<file path="config.mk">
export PLATFORM = sky130hd
export DESIGN_NAME = lsq_moment_acc
export DESIGN_NICKNAME = d
export VERILOG_FILES = /design/src/rtl/lsq_pkg.sv /design/src/rtl/lsq_pow_pipe.sv /design/src/rtl/lsq_moment_acc.sv
export SDC_FILE = /design/constraint.sdc
export NUM_CORES = 2
export LEC_CHECK = 0
export CAP_MARGIN = 20
export CORE_MARGIN = 2
export CORE_UTILIZATION = 40
export DETAILED_ROUTE_END_ITERATION = 6
export PLACE_DENSITY = 0.62
export SLEW_MARGIN = 20
export SYNTH_ARGS = -nofsm -noshare
export SYNTH_HDL_FRONTEND = slang
export SYNTH_SLANG_ARGS = --single-unit
export TNS_END_PERCENT = 20
</file>
<file path="constraint.sdc">
create_clock -name clk -period 9 [get_ports clk]
set_clock_uncertainty 0.2 [all_clocks]
set_input_delay 1.8 -clock clk [delete_from_list [all_inputs] [get_ports clk]]
set_output_delay 1.8 -clock clk [all_outputs]
set_load 0.005 [all_outputs]
</file>
<file path="src/rtl/lsq_pkg.sv">
// rtl/lsq_pkg.sv - shared types, latency and width helpers for the moment accumulator
package lsq_pkg;

  typedef enum logic [1:0] {
    ST_IDLE  = 2'd0,
    ST_ACC   = 2'd1,
    ST_DRAIN = 2'd2,
    ST_DONE  = 2'd3
  } lsq_state_e;

  // Register stages between sample acceptance and the accumulator update.
  localparam int PIPE_LAT = 2;

  // Sample counter width: must hold N_SAMP itself.
  function automatic int lsq_cw(input int n_samp);
    return $clog2(n_samp + 1);
  endfunction

  // Slot width of sum(x^k), sized for the largest power 2*deg.
  function automatic int lsq_sxw(input int n_samp, input int deg, input int xw);
    return 2 * deg * xw + lsq_cw(n_samp);
  endfunction

  // Slot width of sum(x^k * y), sized for the largest power deg.
  function automatic int lsq_syw(input int n_samp, input int deg, input int xw, input int yw);
    return deg * xw + yw + lsq_cw(n_samp);
  endfunction

  // Internal product width wide enough for both x^(2*deg) and x^deg * y.
  function automatic int lsq_mw(input int deg, input int xw, input int yw);
    return (2 * deg * xw > deg * xw + yw) ? 2 * deg * xw : deg * xw + yw;
  endfunction

  // LSB position of moment slot k in a packed moment bus of slot width w.
  function automatic int lsq_slot_lo(input int k, input int w);
    return k * w;
  endfunction

endpackage

</file>
<file path="src/rtl/lsq_pow_pipe.sv">
// rtl/lsq_pow_pipe.sv - two-stage exact power/product pipeline with valid and mask chain
// Ports:
//   clk, rst_n   clock, asynchronous active-low reset
//   flush        synchronous drop of all in-flight samples
//   in_valid     sample enters stage 1 this cycle
//   in_mask      sample contributes to the moments when high
//   x, y         basis variable and regression target
//   out_valid    stage-2 result valid
//   out_mask     mask travelling with the result
//   pow          x^k for k = 0..2*DEG (k = 0 is the constant 1)
//   pxy          x^k * y for k = 0..DEG
module lsq_pow_pipe
  import lsq_pkg::*;
#(
  parameter int DEG = 2,
  parameter int XW  = 12,
  parameter int YW  = 16,
  localparam int MW = lsq_mw(DEG, XW, YW)
) (
  input  logic                    clk,
  input  logic                    rst_n,
  input  logic                    flush,
  input  logic                    in_valid,
  input  logic                    in_mask,
  input  logic [XW-1:0]           x,
  input  logic [YW-1:0]           y,
  output logic                    out_valid,
  output logic                    out_mask,
  output logic [2*DEG:0][MW-1:0]  pow,
  output logic [DEG:0][MW-1:0]    pxy
);

  logic [DEG:1][MW-1:0]   pw_c;
  logic [DEG:1][MW-1:0]   s1_pw;
  logic [YW-1:0]          s1_y;
  logic                   s1_valid;
  logic                   s1_mask;
  logic [2*DEG:0][MW-1:0] pow_c;
  logic [DEG:0][MW-1:0]   pxy_c;

  // Stage 1: low powers x^1..x^DEG.
  always_comb begin
    pw_c    = '0;
    pw_c[1] = MW'(x);
    for (int k = 2; k <= DEG; k++) begin
      pw_c[k] = pw_c[k-1] * MW'(x);
    end
  end

  // Stage 2: high powers as x^DEG * x^(k-DEG), so each needs one multiply
  // on registered operands; products with y use the registered low powers.
  always_comb begin
    pow_c    = '0;
    pxy_c    = '0;
    pow_c[0] = MW'(1);
    for (int k = 1; k <= DEG; k++) begin
      pow_c[k] = s1_pw[k];
    end
    for (int k = DEG + 1; k <= 2 * DEG; k++) begin
      pow_c[k] = s1_pw[DEG] * s1_pw[k-DEG];
    end
    pxy_c[0] = MW'(s1_y);
    for (int k = 1; k <= DEG; k++) begin
      pxy_c[k] = s1_pw[k] * MW'(s1_y);
    end
  end

  always_ff @(posedge clk or negedge rst_n) begin
    if (!rst_n) begin
      s1_valid  <= 1'b0;
      s1_mask   <= 1'b0;
      s1_pw     <= '0;
      s1_y      <= '0;
      out_valid <= 1'b0;
      out_mask  <= 1'b0;
      pow       <= '0;
      pxy       <= '0;
    end else begin
      s1_valid  <= in_valid && !flush;
      s1_mask   <= in_mask;
      s1_pw     <= pw_c;
      s1_y      <= y;
      out_valid <= s1_valid && !flush;
      out_mask  <= s1_mask;
      pow       <= pow_c;
      pxy       <= pxy_c;
    end
  end

endmodule

</file>
<file path="src/rtl/lsq_moment_acc.sv">
// rtl/lsq_moment_acc.sv - streaming least-squares moment accumulator (sum x^k, sum x^k*y)
// Ports:
//   clk, rst_n          clock, asynchronous active-low reset
//   start               begins a batch when idle
//   clear               synchronous abort, highest priority
//   in_valid/in_ready   sample handshake carrying x_in, y_in
//   in_mask             present only with LSQ_ITM_MASK_EN; 0 = sample counted, not summed
//   busy                high in every state except IDLE
//   out_valid/out_ready result handshake; sxx/sxy held while out_valid
//   sxx                 packed sum x^k, k = 0..2*DEG, k = 0 in LSBs, slot SXW bits
//   sxy                 packed sum x^k*y, k = 0..DEG, k = 0 in LSBs, slot SYW bits
// Slot k of either bus carries k*XF fraction bits.
// Optional feature macro: LSQ_ITM_MASK_EN.
module lsq_moment_acc
  import lsq_pkg::*;
#(
  parameter int N_SAMP = 256,
  parameter int DEG    = 2,
  parameter int XW     = 12,
  parameter int XF     = 4,
  parameter int YW     = 16,
  localparam int CW    = lsq_cw(N_SAMP),
  localparam int SXW   = lsq_sxw(N_SAMP, DEG, XW),
  localparam int SYW   = lsq_syw(N_SAMP, DEG, XW, YW)
) (
  input  logic                       clk,
  input  logic                       rst_n,
  input  logic                       start,
  input  logic                       clear,
  input  logic                       in_valid,
  output logic                       in_ready,
  input  logic [XW-1:0]              x_in,
  input  logic [YW-1:0]              y_in,
`ifdef LSQ_ITM_MASK_EN
  input  logic                       in_mask,
`endif
  output logic                       busy,
  output logic                       out_valid,
  input  logic                       out_ready,
  output logic [(2*DEG+1)*SXW-1:0]   sxx,
  output logic [(DEG+1)*SYW-1:0]     sxy
);

  localparam int MW = lsq_mw(DEG, XW, YW);
  localparam int NX = 2 * DEG + 1;
  localparam int NY = DEG + 1;

  if (N_SAMP < 2 || N_SAMP > 4096 || DEG < 1 || DEG > 3 || XF > XW) begin : g_param_check
    $error("lsq_moment_acc: parameter out of range");
  end

  lsq_state_e          state;
  lsq_state_e          state_nxt;
  logic [CW-1:0]       cnt;
  logic [1:0]          drain_cnt;
  logic                accept;
  logic                mask_bit;
  logic                p_valid;
  logic                p_mask;
  logic [NX-1:0][MW-1:0] p_pow;
  logic [NY-1:0][MW-1:0] p_pxy;
  logic [SXW-1:0]      acc_x [NX];
  logic [SYW-1:0]      acc_y [NY];

`ifdef LSQ_ITM_MASK_EN
  assign mask_bit = in_mask;
`else
  assign mask_bit = 1'b1;
`endif

  assign accept = in_valid && in_ready;

  always_ff @(posedge clk or negedge rst_n) begin
    if (!rst_n) state <= ST_IDLE;
    else        state <= state_nxt;
  end

  always_comb begin
    state_nxt = state;
    in_ready  = 1'b0;
    out_valid = 1'b0;
    busy      = 1'b1;
    case (state)
      ST_IDLE: begin
        busy = 1'b0;
        if (start) state_nxt = ST_ACC;
      end
      ST_ACC: begin
        in_ready = 1'b1;
        if (in_valid && cnt == CW'(N_SAMP - 1)) state_nxt = ST_DRAIN;
      end
      // The last sample lands in the accumulators PIPE_LAT edges after its
      // accept; DONE follows one edge later so sxx/sxy are final when
      // out_valid rises.
      ST_DRAIN: begin
        if (drain_cnt == 2'(PIPE_LAT)) state_nxt = ST_DONE;
      end
      ST_DONE: begin
        out_valid = 1'b1;
        if (out_ready) state_nxt = ST_IDLE;
      end
      default: state_nxt = ST_IDLE;
    endcase
    if (clear) state_nxt = ST_IDLE;
  end

  lsq_pow_pipe #(
    .DEG (DEG),
    .XW  (XW),
    .YW  (YW)
  ) u_pipe (
    .clk       (clk),
    .rst_n     (rst_n),
    .flush     (clear),
    .in_valid  (accept),
    .in_mask   (mask_bit),
    .x         (x_in),
    .y         (y_in),
    .out_valid (p_valid),
    .out_mask  (p_mask),
    .pow       (p_pow),
    .pxy       (p_pxy)
  );

  always_ff @(posedge clk or negedge rst_n) begin
    if (!rst_n) begin
      cnt       <= '0;
      drain_cnt <= '0;
      for (int k = 0; k < NX; k++) acc_x[k] <= '0;
      for (int k = 0; k < NY; k++) acc_y[k] <= '0;
    end else if (clear) begin
      cnt       <= '0;
      drain_cnt <= '0;
      for (int k = 0; k < NX; k++) acc_x[k] <= '0;
      for (int k = 0; k < NY; k++) acc_y[k] <= '0;
    end else begin
      drain_cnt <= (state == ST_DRAIN) ? drain_cnt + 2'd1 : 2'd0;
      if (state == ST_IDLE && start) begin
        cnt <= '0;
        for (int k = 0; k < NX; k++) acc_x[k] <= '0;
        for (int k = 0; k < NY; k++) acc_y[k] <= '0;
      end else begin
        if (accept) cnt <= cnt + CW'(1);
        // pow[0] is 1 and pxy[0] is y, so slot 0 counts samples and sums y.
        if (p_valid && p_mask) begin
          for (int k = 0; k < NX; k++) acc_x[k] <= acc_x[k] + SXW'(p_pow[k]);
          for (int k = 0; k < NY; k++) acc_y[k] <= acc_y[k] + SYW'(p_pxy[k]);
        end
      end
    end
  end

  for (genvar gk = 0; gk < NX; gk++) begin : g_sxx
    assign sxx[lsq_slot_lo(gk, SXW) +: SXW] = acc_x[gk];
  end

  for (genvar gk = 0; gk < NY; gk++) begin : g_sxy
    assign sxy[lsq_slot_lo(gk, SYW) +: SYW] = acc_y[gk];
  end

endmodule

</file>
==> out/summary.txt <==
status: finished, final reports clean
RePlAce Congestion: 0.930
First DRT Iteration DRCs: 4686
setup TNS: 0 ns
worst-skew pair later-pin latency: 0.74 ns
TritonCTS buffer count: 85
Syn Inst Count: 8970
GRT Residual Overflow: 0
drt first pass iters: 7
Post-CTS Hold Buffers: 0
IO buf count: 468
worst hold stages: 0
# fillers: 19140
Die Y: 456 µm
non-filler instance count after layout: 12023
Synth Cell Area: 81600 µm²
Die X-Extent: 456 µm
kind of critical path: flop to flop
worst min path class: flop to flop
WL/cell: 20.3 µm
remaining antenna violation count: 0
Worst slew margin: 0.140
antenna violations before repair: 14
Die Area: 208000 µm²
GRT Total Usage: 0.236
Post-CTS Setup Bufs: 0
root buf cell: clkbuf_16
#FFs+latches synth: 697
Final Cell Area: 92300 µm²
DR vias/cell: 5.29
H-tree levels: 3
critical-path cell list: nand2_1 > fa_1 > inv_1 > fa_1 > fa_1 > inv_1 > fa_1 > inv_1 > fa_1 > fa_1 > inv_1 > fa_1 > inv_1 > ha_1 > nand4_1 > nor2_1 > nand4_1 > nor4b_1 > o21a_1 > o21a_1 > a311o_1 > nor3b_1 > a211oi_2 > xnor2_1
CP Launch Type: flop
max-slew violations: 0
Initial Utilization: 0.403
Worst-Margin Slew: 1.26 ns
vias in the first global route: 66466
endpoints failing setup: 0
post-DP HPWL: 192000 µm
DRC Markers: 0
CTS sink cnt: 697
Max Clk Rate: 123 MHz
Synth warnings: 0
Worst Reg-to-Reg Cells: 24
CP required: 9.36 ns
Total Routed Length: 244000 µm
Sequential Area: 17500 µm²
most common cell after layout, fill and taps aside: inv_1
ys async rst share: 1.00
row cnt: 165
Post-synth EDFFs: 0
RSZ-0062 raised after global routing: false
# IOs: 469
Max clock buf depth: 3
clk slew on worst S/H paths: 0.06 ns
crit share post-route: 0.900
max incr delay on CP: 1.10 ns
slowest stage cell, crit path: dfrtp_1
Multi-input gate area: 57300 µm²
first-pass GRT wire length: 386000 µm
Synth Flop Type: dfrtp_1
largest net degree at the start of global routing: 178
post-cts repair resize count: 0
share of layout cells above drive strength 1: 0.0355
CORE AREA: 203000 µm²
Final nets: 11172
Period minus WS final: 8.10 ns
Fin. Hold Viols: 0
area grow syn2layout: 13.1%
Top cell by count, worst path: fa_1
CTS tree: done
Via Count: 63580
most frequent cells in the layout: 1485 x inv_1, 1213 x nand2_1, 1138 x fa_1
Area after DPL: 89300 µm²
Worst Path Max Fanout: 26
Post-Place Cells: 11864
post-synthesis sequential area ratio: 0.214
Syn Area/Cell: 9.10 µm²
crit end category: flop
# Max-Cap Violations: 0
Netlist cell types: 88
critical path arrival: 8.46 ns
## cells by family (layout without fill, tap and decap cells)
kind of cell | Yosys count | after routing | synth area share
simple gates | 2775 | 2775 | 0.159
buf+inv | 1868 | 2216 | 0.0860
fa+ha+maj | 1858 | 1858 | 0.389
compound gates | 1246 | 1246 | 0.0954
flops | 697 | 697 | 0.214
xor+xnor | 513 | 513 | 0.0550
mux | 11 | 11 | 0.00138
other cells | 2 | 35 | 0.0000920
## cell usage after synthesis, drive strengths merged (11+ instances only)
library cell | number | area share
o21a | 39 | 0.0036
a21o | 148 | 0.014
fa | 1138 | 0.28
nand4 | 93 | 0.0072
a211oi | 64 | 0.0059
clkbuf | 361 | 0.017
ha | 720 | 0.11
a41oi | 11 | 0.0012
nor3 | 90 | 0.0056
nand2b | 40 | 0.0031
o21ai | 260 | 0.016
and4 | 17 | 0.0019
xnor2 | 326 | 0.035
and2 | 429 | 0.033
o21bai | 56 | 0.0051
nand2 | 1215 | 0.056
and3 | 66 | 0.0051
o31ai | 14 | 0.0013
or3 | 46 | 0.0036
nor4 | 43 | 0.0035
a31o | 11 | 0.0012
nor2 | 483 | 0.022
o31a | 11 | 0.0012
buf | 22 | 0.0011
o211ai | 26 | 0.0024
dfrtp | 697 | 0.21
xor2 | 187 | 0.020
nor2b | 50 | 0.0038
a21oi | 452 | 0.028
or2 | 15 | 0.0011
o2111ai | 11 | 0.0013
inv | 1485 | 0.068
a221oi | 12 | 0.0013
a31oi | 35 | 0.0028
nand3 | 150 | 0.0093
## worst paths after layout
path	slack [ns]	end	startpoint
setup / recovery	0.90	u_pipe.pow[236]	u_pipe.pow_c[109]
hold / removal	0.19	u_pipe.out_mask	u_pipe.pow[0]
setup reg to reg	0.90	u_pipe.pow[236]	u_pipe.pow_c[109]
hold reg to reg	0.19	u_pipe.out_mask	u_pipe.pow[0]
max in group asynchronous	5.82	sxx[262]	rst_n
min in group asynchronous	0.82	sxx[149]	rst_n
## state kept, by name (all words and copies together) (netlist names)
register and cells:
u_pipe.s1_y 16, sxx 285, u_pipe.out_valid 1, u_pipe.pxy 83, u_pipe.s1_valid 1, sxy 147, u_pipe.out_mask 1, drain_cnt 2
state 2, u_pipe.pow 116, u_pipe.pow_c 34, cnt 9
## routing by layer
metal  vias up  GRT usage  share of wire
li1      28982          -              -
met1     32292      0.309           0.42
met2      1916      0.396           0.48
met3       382     0.0338          0.062
met4         8     0.0855          0.038
met5         -          0        0.00023
## per-stage QoR
stage / setup WS (ns) / hold WS (ns) / utilization
6_report: 0.897 / 0.188 / 0.456
2_1_floorplan: 1.63 / 0.152 / -
5_1_grt: 0.492 / 0.199 / 0.456
3_5_place_dp: 0.971 / 0.172 / 0.441
4_1_cts: 0.933 / 0.184 / 0.456
3_3_place_gp: 1.04 / 0.173 / 0.441
## worst max-delay path, delay by kind of cell, from the launching register on
family / cells / cell delay, ns
adders and majority gates: 8 / 3.92
and+or+nand+nor: 6 / 1.49
DFF: 1 / 1.10
AOI/OAI and AO/OA: 4 / 0.80
buffers and inverters: 5 / 0.25
xor gates and xnor gates: 1 / 0.15
## final cells by class
cell class,instances,share of cell area
Multi-Input combinational cell,6434,0.621
Sequential cell,697,0.189
Timing Repair Buffer,577,0.0605
Inverter,1485,0.0604
Tap cell,2672,0.0362
Clock buffer,114,0.0264
Clock inverter,40,0.00640
Antenna cell,4,0.000108
Power is left out: the tool's default activity adds up to more than one toggle a clock period on the data nets, which glitch-free logic cannot reach.
